File: config.mk
export PLATFORM = sky130hd
export DESIGN_NAME = fifo_param
export DESIGN_NICKNAME = d
export VERILOG_FILES = /design/src/rtl/fifo_param_pkg.sv /design/src/rtl/fifo_param_mem.sv /design/src/rtl/fifo_param.sv
export SDC_FILE = /design/constraint.sdc
export NUM_CORES = 1
export LEC_CHECK = 0
export ABC_AREA = 1
export CORE_ASPECT_RATIO = 0.8
export CORE_MARGIN = 2
export CORE_UTILIZATION = 60
export DETAILED_ROUTE_END_ITERATION = 10
export PLACE_DENSITY = 0.83
export SYNTH_ARGS = -nofsm -noshare
export SYNTH_HDL_FRONTEND = slang
export SYNTH_SLANG_ARGS = --single-unit
File: constraint.sdc
create_clock -name clk -period 6.3 [get_ports clk]
set_input_delay 0.945 -clock clk [delete_from_list [all_inputs] [get_ports clk]]
set_output_delay 0.945 -clock clk [all_outputs]
set_load 0.01 [all_outputs]
File: src/rtl/fifo_param_pkg.sv
`default_nettype none
// ============================================================================
// Module      : fifo_param_pkg
// Description : Shared definitions for the parametrised synchronous FIFO.
//               Holds the default data width, a pointer-width helper and
//               the packed {overflow, underflow} error-flag type.
// Config      : FIFO_PARAM_FWFT_EN selects first-word-fall-through reads in
//               the FIFO that imports this package (no effect here).
// Revision    : 1.0  initial release
// ============================================================================
package fifo_param_pkg;

  // Default word width, matching the previous 4-bit FIFO generation.
  localparam int unsigned DATA_W_DEFAULT = 4;

  // Sticky error flags, kept together so that reset and update logic
  // treat them as one register.
  typedef struct packed {
    logic overflow;
    logic underflow;
  } fifo_err_t;

  // Pointer width for a power-of-two depth. Clamped to one bit so that a
  // degenerate depth still gives a legal vector width.
  function automatic int unsigned ptr_w(input int unsigned depth);
    return (depth > 1) ? $clog2(depth) : 1;
  endfunction

endpackage : fifo_param_pkg
`default_nettype wire

File: src/rtl/fifo_param_mem.sv
`default_nettype none
// ============================================================================
// Module      : fifo_param_mem
// Description : DEPTH x DATA_W storage array for fifo_param. One synchronous
//               write port and one read port.
//               Read port, FIFO_PARAM_FWFT_EN undefined: registered, the word
//               at i_rd_addr is captured on an i_rd_en edge and held
//               otherwise; cleared by reset.
//               Read port, FIFO_PARAM_FWFT_EN defined: combinational view of
//               the word at i_rd_addr.
// Ports       : clk       in   clock, rising edge
//               reset     in   synchronous active-high reset (read register)
//               i_wr_en   in   write strobe
//               i_wr_addr in   write address
//               i_wr_data in   write data
//               i_rd_en   in   read strobe (registered mode only)
//               i_rd_addr in   read address
//               o_rd_data out  read data
// Config      : FIFO_PARAM_FWFT_EN
// Revision    : 1.0  initial release
// ============================================================================
module fifo_param_mem #(
  parameter int DATA_W = 4,
  parameter int DEPTH  = 8,
  parameter int ADDR_W = 3
) (
  input  logic              clk,
  input  logic              reset,
  input  logic              i_wr_en,
  input  logic [ADDR_W-1:0] i_wr_addr,
  input  logic [DATA_W-1:0] i_wr_data,
  input  logic              i_rd_en,
  input  logic [ADDR_W-1:0] i_rd_addr,
  output logic [DATA_W-1:0] o_rd_data
);

  // Storage is deliberately not reset.
  logic [DATA_W-1:0] mem_q [DEPTH];

  always_ff @(posedge clk) begin
    if (i_wr_en) begin
      mem_q[i_wr_addr] <= i_wr_data;
    end
  end

`ifdef FIFO_PARAM_FWFT_EN
  // Zero-latency read; the read strobe and reset have no role here.
  assign o_rd_data = mem_q[i_rd_addr];

  logic unused_rd_ctrl;
  assign unused_rd_ctrl = &{1'b0, reset, i_rd_en};
`else
  logic [DATA_W-1:0] rd_data_d;
  logic [DATA_W-1:0] rd_data_q;

  // Nonblocking write above means a same-edge write to i_rd_addr is not
  // seen here: the read returns the old contents.
  always_comb begin
    rd_data_d = rd_data_q;
    if (i_rd_en) begin
      rd_data_d = mem_q[i_rd_addr];
    end
  end

  always_ff @(posedge clk) begin
    if (reset) begin
      rd_data_q <= '0;
    end else begin
      rd_data_q <= rd_data_d;
    end
  end

  assign o_rd_data = rd_data_q;
`endif

endmodule : fifo_param_mem
`default_nettype wire

File: src/rtl/fifo_param.sv
`default_nettype none
// ============================================================================
// Module      : fifo_param
// Description : Parametrised single-clock FIFO with occupancy count,
//               programmable almost-full/almost-empty flags and sticky
//               overflow/underflow error flags.
// Ports       : clk          in   clock, rising edge
//               reset        in   synchronous active-high reset
//               data_in      in   write data, taken on an accepted push
//               push         in   write request
//               pop          in   read request
//               data_out     out  read data
//               fifo_full    out  count == DEPTH
//               fifo_empty   out  count == 0
//               almost_full  out  count >= AF_LEVEL
//               almost_empty out  count <= AE_LEVEL
//               count        out  current occupancy
//               overflow     out  sticky: push while full without pop
//               underflow    out  sticky: pop while empty
// Config      : FIFO_PARAM_FWFT_EN -- when defined, data_out shows the head
//               word combinationally (0 while empty) and pop has zero read
//               latency; otherwise data_out is registered, one-cycle latency.
//               DEPTH must be a power of two and at least 2.
// Revision    : 1.0  initial release
// ============================================================================
module fifo_param
  import fifo_param_pkg::*;
#(
  parameter int DATA_W   = DATA_W_DEFAULT,
  parameter int DEPTH    = 8,
  parameter int AF_LEVEL = 6,
  parameter int AE_LEVEL = 2
) (
  input  logic                   clk,
  input  logic                   reset,
  input  logic [DATA_W-1:0]      data_in,
  input  logic                   push,
  input  logic                   pop,
  output logic [DATA_W-1:0]      data_out,
  output logic                   fifo_full,
  output logic                   fifo_empty,
  output logic                   almost_full,
  output logic                   almost_empty,
  output logic [$clog2(DEPTH):0] count,
  output logic                   overflow,
  output logic                   underflow
);

  localparam int PTR_W = ptr_w(DEPTH);
  localparam int CNT_W = PTR_W + 1;

  localparam logic [CNT_W-1:0] C_DEPTH_CNT = CNT_W'(DEPTH);
  localparam logic [CNT_W-1:0] C_AF_CNT    = CNT_W'(AF_LEVEL);
  localparam logic [CNT_W-1:0] C_AE_CNT    = CNT_W'(AE_LEVEL);
  localparam logic             C_AF_RESET  = (AF_LEVEL == 0);

  logic [PTR_W-1:0]  wr_ptr_d, wr_ptr_q;
  logic [PTR_W-1:0]  rd_ptr_d, rd_ptr_q;
  logic [CNT_W-1:0]  count_d, count_q;
  logic              full_d, full_q;
  logic              empty_d, empty_q;
  logic              af_d, af_q;
  logic              ae_d, ae_q;
  fifo_err_t         err_d, err_q;

  logic              push_ok;
  logic              pop_ok;
  logic [DATA_W-1:0] mem_rd_data;

  // A push while full is still accepted when a pop frees a slot in the
  // same cycle; a pop while empty is always refused, even alongside a push.
  always_comb begin
    push_ok = push & (~full_q | pop);
    pop_ok  = pop & ~empty_q;

    wr_ptr_d = push_ok ? wr_ptr_q + PTR_W'(1) : wr_ptr_q;
    rd_ptr_d = pop_ok  ? rd_ptr_q + PTR_W'(1) : rd_ptr_q;
    count_d  = count_q + CNT_W'(push_ok) - CNT_W'(pop_ok);

    // Flags follow the next count so they line up with count itself.
    full_d  = (count_d == C_DEPTH_CNT);
    empty_d = (count_d == '0);
    af_d    = (count_d >= C_AF_CNT);
    ae_d    = (count_d <= C_AE_CNT);

    err_d           = err_q;
    err_d.overflow  = err_q.overflow  | (push & full_q & ~pop);
    err_d.underflow = err_q.underflow | (pop & empty_q);
  end

  always_ff @(posedge clk) begin
    if (reset) begin
      wr_ptr_q <= '0;
      rd_ptr_q <= '0;
      count_q  <= '0;
      full_q   <= 1'b0;
      empty_q  <= 1'b1;
      af_q     <= C_AF_RESET;
      ae_q     <= 1'b1;
      err_q    <= '0;
    end else begin
      wr_ptr_q <= wr_ptr_d;
      rd_ptr_q <= rd_ptr_d;
      count_q  <= count_d;
      full_q   <= full_d;
      empty_q  <= empty_d;
      af_q     <= af_d;
      ae_q     <= ae_d;
      err_q    <= err_d;
    end
  end

  fifo_param_mem #(
    .DATA_W (DATA_W),
    .DEPTH  (DEPTH),
    .ADDR_W (PTR_W)
  ) u_mem (
    .clk       (clk),
    .reset     (reset),
    .i_wr_en   (push_ok),
    .i_wr_addr (wr_ptr_q),
    .i_wr_data (data_in),
    .i_rd_en   (pop_ok),
    .i_rd_addr (rd_ptr_q),
    .o_rd_data (mem_rd_data)
  );

`ifdef FIFO_PARAM_FWFT_EN
  // Stale array contents must not leak out while the FIFO is empty.
  assign data_out = empty_q ? '0 : mem_rd_data;
`else
  assign data_out = mem_rd_data;
`endif

  assign fifo_full    = full_q;
  assign fifo_empty   = empty_q;
  assign almost_full  = af_q;
  assign almost_empty = ae_q;
  assign count        = count_q;
  assign overflow     = err_q.overflow;
  assign underflow    = err_q.underflow;

endmodule : fifo_param
`default_nettype wire

==> reports/summary.txt <==
TIMING
-----------------------------------------------------------------------------------------------------
Worst hold margin                                                                            0.490 ns
Highest attainable clock frequency                                                            308 MHz
Worst max-slew margin expressed relative to the limit                                           50.8%
Summed negative setup slack over all endpoints                                                   0 ns
Period utilisation layout                                                                       51.6%
Hold Violations, Final                                                                              0
Unrepaired setup endpoints after global routing                                                 false
Shortest period the worst path allows                                                         3.25 ns
Measured slew at the worst slew-check pin                                                    0.737 ns
Total setup violations reported at the end of the flow                                              0
Clock skew after layout                                                                    0.00767 ns
Max Slew Vio Count                                                                                  0

CELLS AND AREA
-----------------------------------------------------------------------------------------------------
Area grow syn2layout                                                                            13.9%
Diode count                                                                                         0
Number of non-filler instances in the completed layout                                            307
Commonest cells after routing, fill and taps aside                                       inv_1, nand2_1, edfxtp_1, nand3_1, clkdlybuf4s50_1
Fraction of final layout cells with drive strength greater than 1                               9.13%
Most common cell after layout, fill and taps aside                                              inv_1
Nets                                                                                              277
Final cell area excluding filler cells                                                       2620 um2

YOSYS
-----------------------------------------------------------------------------------------------------
Post-synth net total                                                                              255
Post-Synth XOR/XNOR Area                                                                       0.762%
Flip-flop and latch count after synthesis                                                          52
Post-synthesis share of cell area spent on full adders, half adders and majority gates          4.14%
Unique cell type count in the Yosys netlist                                                        24
Sequential element share of the synthesized area                                                59.2%
Syn Std Cell Area                                                                            2300 um2
Post-synthesis compound-gate area fraction                                                      5.93%
Dominant combinational cell family by area after synthesis                               simple AND/OR/NAND/NOR gates
Simple-gate share of the synthesized area                                                       18.5%
Multiplexer fraction of the synthesized cell area                                                  0%
Per-instance average area after synthesis                                                    9.58 um2
Post-Synthesis Cells                                                                              240
Yosys warning count                                                                                 0

CRITICAL PATH
-----------------------------------------------------------------------------------------------------
Kind of cell with the highest combined delay on the critical path                         adder cells
CP peak stage delay                                                                           0.49 ns
WP buf/inv                                                                                          4
Biggest fanout along the worst timing path                                                         12
Worst reg2reg path depth                                                                            9
Worst EP required                                                                             6.55 ns
Kind of critical path                                                                          in2reg
R2R setup slack                                                                               3.87 ns
R2R Path End                                                                              almost_full
Slowest cell on the critical path                                                        clkdlybuf4s50_1
Origin of the critical flop-to-flop path                                                   fifo_empty
Critical Path Sink Type                                                                      register
Arrival time at the worst endpoint                                                            3.50 ns
Kind of start point of the critical path                                                    input pin
Sequence of cells on the critical path                                                   clkdlybuf4s50_1 > inv_2 > nor2_2 > ha_1 > inv_1 > ha_1 > inv_1 > fa_1 > xor2_1 > or2_2 > o21ai_1

DETAILED ROUTING
-----------------------------------------------------------------------------------------------------
Initial DRC Count                                                                                 122
Vias post-DR                                                                                     1624
DR DRC count                                                                                        0
Via-per-instance ratio                                                                           5.29
Routed Antenna Nets                                                                                 0
Routed WL per cell                                                                            13.9 um
1st-pass router iterations                                                                          4
Post-Route WL                                                                                 4270 um

FLOORPLAN
-----------------------------------------------------------------------------------------------------
Rows                                                                                               20
Die span in y                                                                                 59.4 um
Top-level I/O count                                                                                22
Die X-Extent                                                                                  73.2 um
Starting density of the core                                                                    61.6%
CORE AREA                                                                                    3730 um2
Floorplan die area                                                                           4350 um2

CLOCKING
-----------------------------------------------------------------------------------------------------
CTS HTree Levels                                                                                    2
CTS buffer count                                                                                    5
Clock tree from TritonCTS                                                                        done
Skew-Pair Late Insertion Delay                                                                0.31 ns
Post_cts resized                                                                                    0
Clock slew at the register clock pins of the worst setup and hold paths                       0.09 ns
Root buffer cell                                                                             clkbuf_8
Setup fix buffers added after clock tree synthesis                                                  0
CTS Hold Bufs                                                                                       0
Clock net sink count                                                                               52
Clock Path Buffers                                                                                  2

POWER
-----------------------------------------------------------------------------------------------------
Part of the power in the clock network                                                          23.6%
Pwr Density                                                                                380 nW/um2
Design internal power                                                                          672 uW
P_sw                                                                                           322 uW
Highest ir drop seen on vdd                                                                  0.271 mV
Combinational share of power                                                                    31.3%
Switching share of power                                                                        32.4%
Total leakage power                                                                           1.13 nW
Proportion of power drawn by flip-flops and latches                                             45.1%

GRT
-----------------------------------------------------------------------------------------------------
Antenna violations before repair                                                                    0
Global-route wire length before repair                                                        6890 um
Pin count of the biggest net entering global routing                                               19
Number of global-route vias before repair                                                        1513
Global routing usage summed across all routing layers                                           22.1%
GRT overflow                                                                                        0

PLACED DESIGN
-----------------------------------------------------------------------------------------------------
HPWL reported at the end of detailed placement                                                3020 um
Port Buffer Count                                                                                  21
Final RePlAce weighted congestion                                                               0.786
Placed cell count                                                                                 299
Placement Cell Area                                                                          2500 um2

MIN PATH
-----------------------------------------------------------------------------------------------------
Worst Hold Endpoint                                                                         underflow
Source of the worst hold timing path                                                        underflow
Worst hold path stage count                                                                         2
Type of the worst min-delay path                                                              reg2reg

STATUS
-----------------------------------------------------------------------------------------------------
Result of the run                                                                           completed

FLOW RUN
-----------------------------------------------------------------------------------------------------
Maxcap violations                                                                                   0

power groups by stage:
stage,clock network [mW],logic [mW],registers [mW]
floorplan,0,0.207,0.454
global placement,0,0.300,0.455
detailed placement,0,0.306,0.456
CTS,0.236,0.310,0.448
global route,0.248,0.352,0.453
finish,0.234,0.311,0.448
per-layer routing:
metal | vias to the layer above | share of wire [%] | global-route usage, %
li1 | 805 | - | -
met1 | 748 | 47 | 30.1
met2 | 61 | 44 | 33.7
met3 | 10 | 6.8 | 6.80
met4 | 0 | 2.1 | 8.20
met5 | - | 0 | 0
through the flow:
stage | power [mW] | worst slack [ns] | util (%)
floorplan | 0.661 | 3.62 | -
global placement | 0.755 | 2.86 | 67.1
detailed placement | 0.762 | 2.80 | 67.1
CTS | 0.995 | 3.09 | 70.2
global route | 1.05 | 2.86 | 70.2
finish | 0.994 | 3.05 | 70.2
final cells by class:
cell class	instances	area (um2)
Sequential cell	52	1360
Fill cell	261	1110
Multi-Input combinational cell	130	674
Timing Repair Buffer	21	210
Inverter	52	200
Clock buffer	6	82.6
Tap cell	44	55.1
Clock inverter	2	33.8
registers in the layout, indices dropped and copies added (netlist names):
register,count
almost_empty,1
almost_full,1
count,4
fifo_empty,1
fifo_full,1
overflow,1
rd_ptr_q,3
u_mem.mem_q,32
u_mem.o_rd_data,4
underflow,1
wr_ptr_q,3
logic make-up (layout without fill, tap and decap cells):
kind of cell | Yosys count | count (layout)
flip-flops | 52 | 52
XOR/XNOR | 2 | 2
AND/OR/NAND/NOR | 97 | 97
buffers and inverters | 58 | 81
adder cells (fa/ha/maj) | 7 | 7
AO/OA/AOI/OAI | 24 | 24
tightest hold or removal path, cell delays in order (launching register included):
cell	delay, ns
dfxtp_1	0.34
a21oi_1	0.05
nor2_1	0.07
synth_stat cells (all sizes together):
library cell / number / area (um2)
clkbuf: 1 / 5.00
nand2: 52 / 215
a31oi: 1 / 6.26
fa: 1 / 20.0
xnor2: 1 / 8.76
a21oi: 12 / 75.1
nor2: 15 / 58.8
buf: 5 / 57.6
dfxtp: 20 / 400
nand3: 29 / 145
ha: 6 / 75.1
or2: 1 / 6.26
xor2: 1 / 8.76
edfxtp: 32 / 961
o21ai: 11 / 55.1
inv: 52 / 200
worst max path at each step:
stage	startpoint	endpoint	slack [ns]	cells past startpoint
floorplan	pop	almost_full	3.62	11
global placement	pop	almost_full	2.86	11
detailed placement	pop	almost_full	2.80	11
CTS	pop	almost_full	3.09	11
global route	pop	almost_full	2.86	11
finish	pop	almost_full	3.05	11
No activity file was read; power rests on OpenSTA's default activity.
